**src/rtl/frv_lsu_rsp_queue_pkg.sv**
```systemverilog
// Shared definitions for the LSU response queue: size encodings, trap causes
// and the bit layout of a queue entry's metadata word.
package frv_lsu_rsp_queue_pkg;

  typedef enum logic [1:0] {
    LSU_BYTE   = 2'd0,
    LSU_HALF   = 2'd1,
    LSU_WORD   = 2'd2,
    LSU_DOUBLE = 2'd3
  } lsu_size_e;

  localparam logic [5:0] TRAP_LDACCESS = 6'd5;
  localparam logic [5:0] TRAP_STACCESS = 6'd7;

  // Metadata word layout: {rd, size[1:0], signed, load}; address is stored apart.
  localparam int unsigned ENT_LOAD   = 0;
  localparam int unsigned ENT_SIGNED = 1;
  localparam int unsigned ENT_SIZE   = 2;
  localparam int unsigned ENT_RD     = 4;

endpackage

```
**src/rtl/frv_lsu_rsp_queue_if.sv**
```systemverilog
// Descriptor-enqueue, flush and data-memory response signals of the LSU
// response queue; master is the pipeline/bus side, slave is the queue.
interface frv_lsu_rsp_queue_if #(
  parameter int XLEN = 32,
  parameter int RD_W = 5
);
  logic            enq_valid;
  logic            enq_ready;
  logic            enq_load;
  logic [1:0]      enq_size;
  logic            enq_signed;
  logic [RD_W-1:0] enq_rd;
  logic [XLEN-1:0] enq_addr;
  logic            flush;
  logic            dmem_recv;
  logic            dmem_ack;
  logic            dmem_error;
  logic [XLEN-1:0] dmem_rdata;

  modport master (
    output enq_valid, enq_load, enq_size, enq_signed, enq_rd, enq_addr,
    output flush, dmem_recv, dmem_error, dmem_rdata,
    input  enq_ready, dmem_ack
  );

  modport slave (
    input  enq_valid, enq_load, enq_size, enq_signed, enq_rd, enq_addr,
    input  flush, dmem_recv, dmem_error, dmem_rdata,
    output enq_ready, dmem_ack
  );
endinterface

```
**src/rtl/frv_lsu_rsp_queue_lane_extract.sv**
```systemverilog
// Combinational byte-lane extraction: shift the aligned response word down
// by the address offset, truncate to the access size and sign/zero extend.
module frv_lsu_lane_extract
  import frv_lsu_rsp_queue_pkg::*;
#(
  parameter int XLEN = 32
) (
  input  logic [XLEN-1:0]            rdata,
  input  logic [$clog2(XLEN/8)-1:0]  addr_lo,
  input  logic [1:0]                 size,
  input  logic                       sgn,
  output logic [XLEN-1:0]            result
);
  localparam int IDX_W = $clog2(XLEN);
  localparam logic [IDX_W-1:0] TOP = IDX_W'(XLEN - 1);

  logic [XLEN-1:0]  shifted;
  logic [XLEN-1:0]  keep;
  logic [IDX_W-1:0] msb;
  logic             sbit;

  always_comb begin
    shifted = rdata >> {addr_lo, 3'b000};
    case (size)
      LSU_BYTE: msb = IDX_W'(7);
      LSU_HALF: msb = IDX_W'(15);
      // Double on a 32-bit datapath degrades to a word access.
      default:  msb = (size == LSU_DOUBLE && XLEN == 64) ? TOP : IDX_W'(31);
    endcase
    keep   = '1;
    keep   = keep >> (TOP - msb);
    sbit   = sgn & shifted[msb];
    result = (shifted & keep) | ({XLEN{sbit}} & ~keep);
  end
endmodule

```
**src/rtl/frv_lsu_rsp_queue.sv**
```systemverilog
// In-order queue of outstanding data-memory transactions feeding GPR writeback
// and bus-error traps. Optional FRV_LSU_RSP_SCOREBOARD_EN adds hazard_mask.
module frv_lsu_rsp_queue
  import frv_lsu_rsp_queue_pkg::*;
#(
  parameter int XLEN  = 32,
  parameter int DEPTH = 4,
  parameter int RD_W  = 5
) (
  input  logic                 g_clk,
  input  logic                 g_reset,
  frv_lsu_rsp_queue_if.slave   lsu,
  output logic                 gpr_wen,
  output logic [RD_W-1:0]      gpr_rd,
  output logic [XLEN-1:0]      gpr_wdata,
  output logic                 trap_valid,
  output logic [5:0]           trap_cause,
  output logic [XLEN-1:0]      trap_mtval,
  output logic                 busy
`ifdef FRV_LSU_RSP_SCOREBOARD_EN
  ,
  output logic [2**RD_W-1:0]   hazard_mask
`endif
);
  localparam int PTR_W  = (DEPTH > 1) ? $clog2(DEPTH) : 1;
  localparam int CNT_W  = $clog2(DEPTH + 1);
  localparam int META_W = ENT_RD + RD_W;
  localparam int OFF_W  = $clog2(XLEN / 8);
  localparam logic [CNT_W-1:0] FULL = CNT_W'(DEPTH);
  localparam logic [PTR_W-1:0] LAST = PTR_W'(DEPTH - 1);

  logic [META_W-1:0] ent_meta [DEPTH];
  logic [XLEN-1:0]   ent_addr [DEPTH];
  logic [DEPTH-1:0]  ent_sq;
  logic [DEPTH-1:0]  ent_vld;
  logic [PTR_W-1:0]  head, tail;
  logic [CNT_W-1:0]  count;

  logic              enq_fire, deq_fire, head_sq;
  logic [META_W-1:0] head_meta;
  logic [XLEN-1:0]   head_addr;
  logic [RD_W-1:0]   head_rd;
  logic [XLEN-1:0]   ext_data;

  function automatic logic [PTR_W-1:0] ptr_inc(input logic [PTR_W-1:0] p);
    return (p == LAST) ? '0 : p + 1'b1;
  endfunction

  assign lsu.enq_ready = (count < FULL);
  assign lsu.dmem_ack  = (count != '0);
  assign busy          = (count != '0);

  assign enq_fire  = lsu.enq_valid && (count < FULL);
  assign deq_fire  = lsu.dmem_recv && (count != '0);
  assign head_meta = ent_meta[head];
  assign head_addr = ent_addr[head];
  assign head_rd   = head_meta[ENT_RD +: RD_W];
  // A flush in the consuming cycle squashes the head being retired.
  assign head_sq   = ent_sq[head] | lsu.flush;

  frv_lsu_lane_extract #(.XLEN(XLEN)) u_extract (
    .rdata   (lsu.dmem_rdata),
    .addr_lo (head_addr[OFF_W-1:0]),
    .size    (head_meta[ENT_SIZE +: 2]),
    .sgn     (head_meta[ENT_SIGNED]),
    .result  (ext_data)
  );

  always_ff @(posedge g_clk) begin
    if (enq_fire) begin
      ent_meta[tail] <= {lsu.enq_rd, lsu.enq_size, lsu.enq_signed, lsu.enq_load};
      ent_addr[tail] <= lsu.enq_addr;
    end
  end

  always_ff @(posedge g_clk) begin
    if (g_reset) begin
      head       <= '0;
      tail       <= '0;
      count      <= '0;
      ent_sq     <= '0;
      ent_vld    <= '0;
      gpr_wen    <= 1'b0;
      gpr_rd     <= '0;
      gpr_wdata  <= '0;
      trap_valid <= 1'b0;
      trap_cause <= '0;
      trap_mtval <= '0;
    end else begin
      gpr_wen    <= 1'b0;
      trap_valid <= 1'b0;
      if (lsu.flush) ent_sq <= ent_sq | ent_vld;
      if (deq_fire) begin
        head          <= ptr_inc(head);
        ent_vld[head] <= 1'b0;
        if (!head_sq) begin
          if (lsu.dmem_error) begin
            trap_valid <= 1'b1;
            trap_cause <= head_meta[ENT_LOAD] ? TRAP_LDACCESS : TRAP_STACCESS;
            trap_mtval <= head_addr;
          end else if (head_meta[ENT_LOAD] && head_rd != '0) begin
            gpr_wen   <= 1'b1;
            gpr_rd    <= head_rd;
            gpr_wdata <= ext_data;
          end
        end
      end
      // Placed after the flush update so a same-cycle enqueue stays live.
      if (enq_fire) begin
        tail          <= ptr_inc(tail);
        ent_vld[tail] <= 1'b1;
        ent_sq[tail]  <= 1'b0;
      end
      case ({enq_fire, deq_fire})
        2'b10:   count <= count + 1'b1;
        2'b01:   count <= count - 1'b1;
        default: count <= count;
      endcase
    end
  end

`ifdef FRV_LSU_RSP_SCOREBOARD_EN
  always_comb begin
    hazard_mask = '0;
    for (int unsigned i = 0; i < DEPTH; i++) begin
      if (ent_vld[i] && !ent_sq[i] && ent_meta[i][ENT_LOAD])
        hazard_mask[ent_meta[i][ENT_RD +: RD_W]] = 1'b1;
    end
    if (gpr_wen) hazard_mask[gpr_rd] = 1'b1;
    hazard_mask[0] = 1'b0;
  end
`endif
endmodule

```
**src/flat_wrapper.sv**
```systemverilog
// flat-port wrapper written by rule: the top's interface ports become plain ports
module frv_lsu_rsp_queue_flat import frv_lsu_rsp_queue_pkg::*;
#(
  parameter int XLEN  = 32,
  parameter int DEPTH = 4,
  parameter int RD_W  = 5
)
  (g_clk, g_reset, gpr_wen, gpr_rd, gpr_wdata, trap_valid, trap_cause, trap_mtval, busy, lsu_enq_valid, lsu_enq_load, lsu_enq_size, lsu_enq_signed, lsu_enq_rd, lsu_enq_addr, lsu_flush, lsu_dmem_recv, lsu_dmem_error, lsu_dmem_rdata, lsu_enq_ready, lsu_dmem_ack);
  frv_lsu_rsp_queue_if #(.XLEN(XLEN), .RD_W(RD_W)) lsu_i ();
  input  logic g_clk;
  input  logic g_reset;
  output logic gpr_wen;
  output logic [RD_W-1:0] gpr_rd;
  output logic [XLEN-1:0] gpr_wdata;
  output logic trap_valid;
  output logic [5:0] trap_cause;
  output logic [XLEN-1:0] trap_mtval;
  output logic busy;
  input wire logic [$bits(lsu_i.enq_valid)-1:0] lsu_enq_valid;
  input wire logic [$bits(lsu_i.enq_load)-1:0] lsu_enq_load;
  input wire logic [$bits(lsu_i.enq_size)-1:0] lsu_enq_size;
  input wire logic [$bits(lsu_i.enq_signed)-1:0] lsu_enq_signed;
  input wire logic [$bits(lsu_i.enq_rd)-1:0] lsu_enq_rd;
  input wire logic [$bits(lsu_i.enq_addr)-1:0] lsu_enq_addr;
  input wire logic [$bits(lsu_i.flush)-1:0] lsu_flush;
  input wire logic [$bits(lsu_i.dmem_recv)-1:0] lsu_dmem_recv;
  input wire logic [$bits(lsu_i.dmem_error)-1:0] lsu_dmem_error;
  input wire logic [$bits(lsu_i.dmem_rdata)-1:0] lsu_dmem_rdata;
  output wire logic [$bits(lsu_i.enq_ready)-1:0] lsu_enq_ready;
  output wire logic [$bits(lsu_i.dmem_ack)-1:0] lsu_dmem_ack;
  assign lsu_i.enq_valid = lsu_enq_valid;
  assign lsu_i.enq_load = lsu_enq_load;
  assign lsu_i.enq_size = lsu_enq_size;
  assign lsu_i.enq_signed = lsu_enq_signed;
  assign lsu_i.enq_rd = lsu_enq_rd;
  assign lsu_i.enq_addr = lsu_enq_addr;
  assign lsu_i.flush = lsu_flush;
  assign lsu_i.dmem_recv = lsu_dmem_recv;
  assign lsu_i.dmem_error = lsu_dmem_error;
  assign lsu_i.dmem_rdata = lsu_dmem_rdata;
  assign lsu_enq_ready = lsu_i.enq_ready;
  assign lsu_dmem_ack = lsu_i.dmem_ack;
  frv_lsu_rsp_queue #(.XLEN(XLEN), .DEPTH(DEPTH), .RD_W(RD_W)) u_core (.g_clk(g_clk), .g_reset(g_reset), .lsu(lsu_i), .gpr_wen(gpr_wen), .gpr_rd(gpr_rd), .gpr_wdata(gpr_wdata), .trap_valid(trap_valid), .trap_cause(trap_cause), .trap_mtval(trap_mtval), .busy(busy));
endmodule
```
**config.mk**
```make
export PLATFORM = sky130hd
export DESIGN_NAME = frv_lsu_rsp_queue_flat
export DESIGN_NICKNAME = d
export VERILOG_FILES = /design/src/rtl/frv_lsu_rsp_queue_pkg.sv /design/src/rtl/frv_lsu_rsp_queue_if.sv /design/src/rtl/frv_lsu_rsp_queue_lane_extract.sv /design/src/rtl/frv_lsu_rsp_queue.sv /design/src/flat_wrapper.sv
export SDC_FILE = /design/constraint.sdc
export NUM_CORES = 1
export LEC_CHECK = 0
export CORE_ASPECT_RATIO = 2
export CORE_MARGIN = 3
export CORE_UTILIZATION = 45
export CTS_CLUSTER_DIAMETER = 30
export DETAILED_ROUTE_END_ITERATION = 12
export PLACE_DENSITY = 0.79
export SLEW_MARGIN = 10
export SYNTH_ARGS = -nofsm -noshare
export SYNTH_HDL_FRONTEND = slang
export SYNTH_SLANG_ARGS = --single-unit
```
**constraint.sdc**
```tcl
create_clock -name g_clk -period 3.55 [get_ports g_clk]
set_input_delay 1.065 -clock g_clk [delete_from_list [all_inputs] [get_ports g_clk]]
set_output_delay 1.065 -clock g_clk [all_outputs]
set_load 0.01 [all_outputs]
```
==> results.md <==
- Via-to-Cell Ratio: 5.33
- Antenna-violating nets left: 0
- Overall die width: 111 um
- # IOs: 159
- Hold Violations, Final: 0
- Max_slew headroom: 0.433
- Time the worst path needs with I/O delays and setup: 2820 ps
- Final TNS setup: 0 ps
- Pin count of the biggest net entering global routing: 69
- VDD IR-drop max: 0.482 mV
- Count of final max-slew check failures: 0
- Required time at the worst-slack endpoint: 2480 ps
- Library cell contributing the largest single delay on the critical path: clkdlybuf4s50_1
- Most used cells in the layout excluding fill and tap cells: edfxtp_1 (164), clkdlybuf4s50_1 (154), nand2_1 (115)
- First-pass iteration count of the detailed router: 4
- Latest clock arrival within the worst-skew pair: 550 ps
- Leading cell type in the layout, fill and taps excluded: edfxtp_1
- Cts bufs inserted: 30
- Buffering stage count on the worst path with inverters included: 1
- Standard cell core area: 21700 um^2
- CP startpoint kind: flip-flop
- Hold EP: u_core.gpr_wdata[4]
- Total number of nets in the final design: 932
- Total GRT Usage: 0.186
- Biggest cell delay along the critical path: 490 ps
- TritonCTS clock tree: built
- Worst min-delay path class: flip-flop to flip-flop
- DP Wirelength: 14.8 mm
- Post-synthesis sequential area ratio: 0.672
- Number of gates resized after cts: 0
- Cells on worst reg2reg path: 6
- Unrepaired setup endpoints after global routing: no
- Drt wl/cell: 19.7 um
- Initial DRC Count: 415
- Routed via count: 6077
- Number of storage elements in the synthesis netlist: 254
- Final routed DRC violation total: 0
- Critical register-to-register path endpoint: u_core.gpr_wdata[27]
- Total number of placement rows: 76
- Proportion of layout cells with a drive suffix above 1: 0.183
- Max Clock Freq: 355 MHz
- Initial core utilization: 0.462
- Run status: complete, no violations
- Min-Delay Startpoint: u_core.gpr_wdata[4]
- Number of endpoints failing setup at the final stage: 0
- Number of distinct library cells after synthesis: 38
- Post CTS Setup Buffer Count: 0
- Critical path capture point type: primary output
- Family with the most delay on the worst path: buffers and inverters
- Area added between synthesis and finish: 28.8%
- Worst clock skew: 27.9 ps
- Root buffer selected by CTS: clkbuf_16
- Hold path cells: 2
- Number of global-route vias before repair: 6540
- Count of input and output buffers: 155
- Post-Place Cells: 1084
- CTS Hold Buffers Added: 0
- Number of enable flip-flop cells after synthesis: 164
- Initial antenna violation count: 2
- Total Routed Length: 22.4 mm
- Async set-reset flop share out of synthesis: 0
- Post-Syn Area per Cell: 14.7 um^2
- Actual slew at the worst max-slew pin: 851 ps
- Buffer depth of the longest clock path: 3
- Fin crit share: 0.794
- First-pass GRT wire length: 35.5 mm
- Total gr overflow: 0
- Reg clk slew, reported paths: 60 ps
- YS warnings: 0
- Total Die Area: 24200 um^2
- Final instance count without filler cells: 1141
- Cell depth of the worst setup path: 2
- Lkg Pwr: 4.23 nW
- Arr. time, crit path: 1750 ps
- Synthesized area: 10000 um^2
- Die height: 217 um
- Cell Pwr Density: 652 nW/um^2
- Top_reg_cell synth: edfxtp_1
- Final weighted congestion in routability-driven placement: 0.821
- Crit-path cells: or3_1, clkdlybuf4s50_1
- Clock H-tree levels: 1
- Max-cap violations: 0
- Peak fanout along the critical path: 4
- Number of cells produced by synthesis: 680
- Register-to-register setup slack: 740 ps
- Sinks on the clock net: 254
- Start-to-end type of the worst setup path: flip-flop to primary output
cells by family (layout without fill, tap and decap cells):
kind of cell             Yosys count  in the layout  share of synthesized area
adder cells (fa/ha/maj)           10             10                     0.0133
AO/OA/AOI/OAI                    100            100                     0.0758
AND/OR/NAND/NOR                  186            186                     0.0758
flip-flops                       254            254                      0.672
multiplexers                      69             69                      0.131
XOR/XNOR                           2              2                    0.00175
buffers and inverters             58            243                     0.0296
other                              1              4                   0.000375
power breakdown:
group	switching [mW]	leakage [nW]	internal, mW	total, mW
registers	0.167	2.23	3.45	3.61
logic	0.910	1.50	0.894	1.80
clock network	1.31	0.493	1.67	2.98
total	2.39	4.23	6.02	8.40
worst max path at each step:
| stage | slack [ps] | start | end |
|---|---|---|---|
| global route | 560 | flip-flop | u_core.gpr_wdata[27] |
| finish | 730 | u_core.count[0] | lsu_dmem_ack |
| floorplan | 730 | lsu_enq_valid | u_core.ent_addr[3][0] |
| CTS | 670 | flip-flop | u_core.gpr_wdata[27] |
| global placement | 400 | lsu_dmem_recv | u_core.count[2] |
| detailed placement | 370 | lsu_dmem_recv | u_core.count[2] |
stage by stage:
stage | hold slack (ps) | cell area, um^2 | total power, mW | setup WS, ps | util
2_1_floorplan | 457 | 10000 | 4.89 | 732 | -
3_3_place_gp | 442 | 11900 | 5.46 | 401 | 0.547
3_5_place_dp | 447 | 11900 | 5.51 | 369 | 0.547
4_1_cts | 456 | 12900 | 8.50 | 665 | 0.594
5_1_grt | 475 | 12900 | 8.79 | 556 | 0.594
6_report | 453 | 12900 | 8.40 | 730 | 0.594
Yosys cell counts, drive strengths merged, types with 2 or more instances:
cell | count | area [um^2]
edfxtp | 164 | 4920
nand2 | 115 | 432
dfxtp | 90 | 1800
a21oi | 57 | 285
mux4 | 49 | 1100
nor2 | 45 | 169
clkbuf | 25 | 93.8
buf | 22 | 161
a311oi | 16 | 240
mux2i | 13 | 130
inv | 11 | 41.3
a211oi | 9 | 67.6
ha | 9 | 113
nor3 | 8 | 40.0
o2bb2ai | 8 | 70.1
mux2 | 7 | 78.8
and2 | 6 | 37.5
nor2b | 5 | 31.3
nand2b | 3 | 18.8
o211a | 2 | 27.5
or3 | 2 | 12.5
xor2 | 2 | 17.5
layer usage:
layer  wire length, um  share of wire  global-route usage
met5                13        0.00058                   0
met4               498          0.022              0.0609
met3               946          0.042              0.0267
met2             12700           0.57               0.362
met1              8280           0.37               0.206
sequential cells by signal (all words and copies together), names as in the netlist, named ones only:
register and flops:
u_core.trap_valid 1, u_core.trap_mtval 32, u_core.gpr_wdata 32, u_core.tail 2
u_core.ent_meta 36, u_core.head 2, u_core.gpr_rd 5, u_core.ent_sq 4
u_core.trap_cause 2, u_core.count 3, u_core.ent_vld 4, u_core.ent_addr 128
u_core.gpr_wen 1
layout make-up:
cell class	instances	area (um^2)
antenna	1	2.50
clock buffer	35	790
clock inverter	21	226
fill	1691	8790
inverter	11	41.3
multi-input combinational	370	3000
sequential	254	6730
tap	273	342
timing repair buffer	176	1760
worst register-to-register path, stage by stage (launching register included):
cell      delay [ps]
dfxtp_4          590
mux4_2           690
buf_4            250
nor2b_1          150
nor2b_1          600
nand2_1          180
a311oi_2         270
Note: power is estimated with default switching activity, not from simulation.
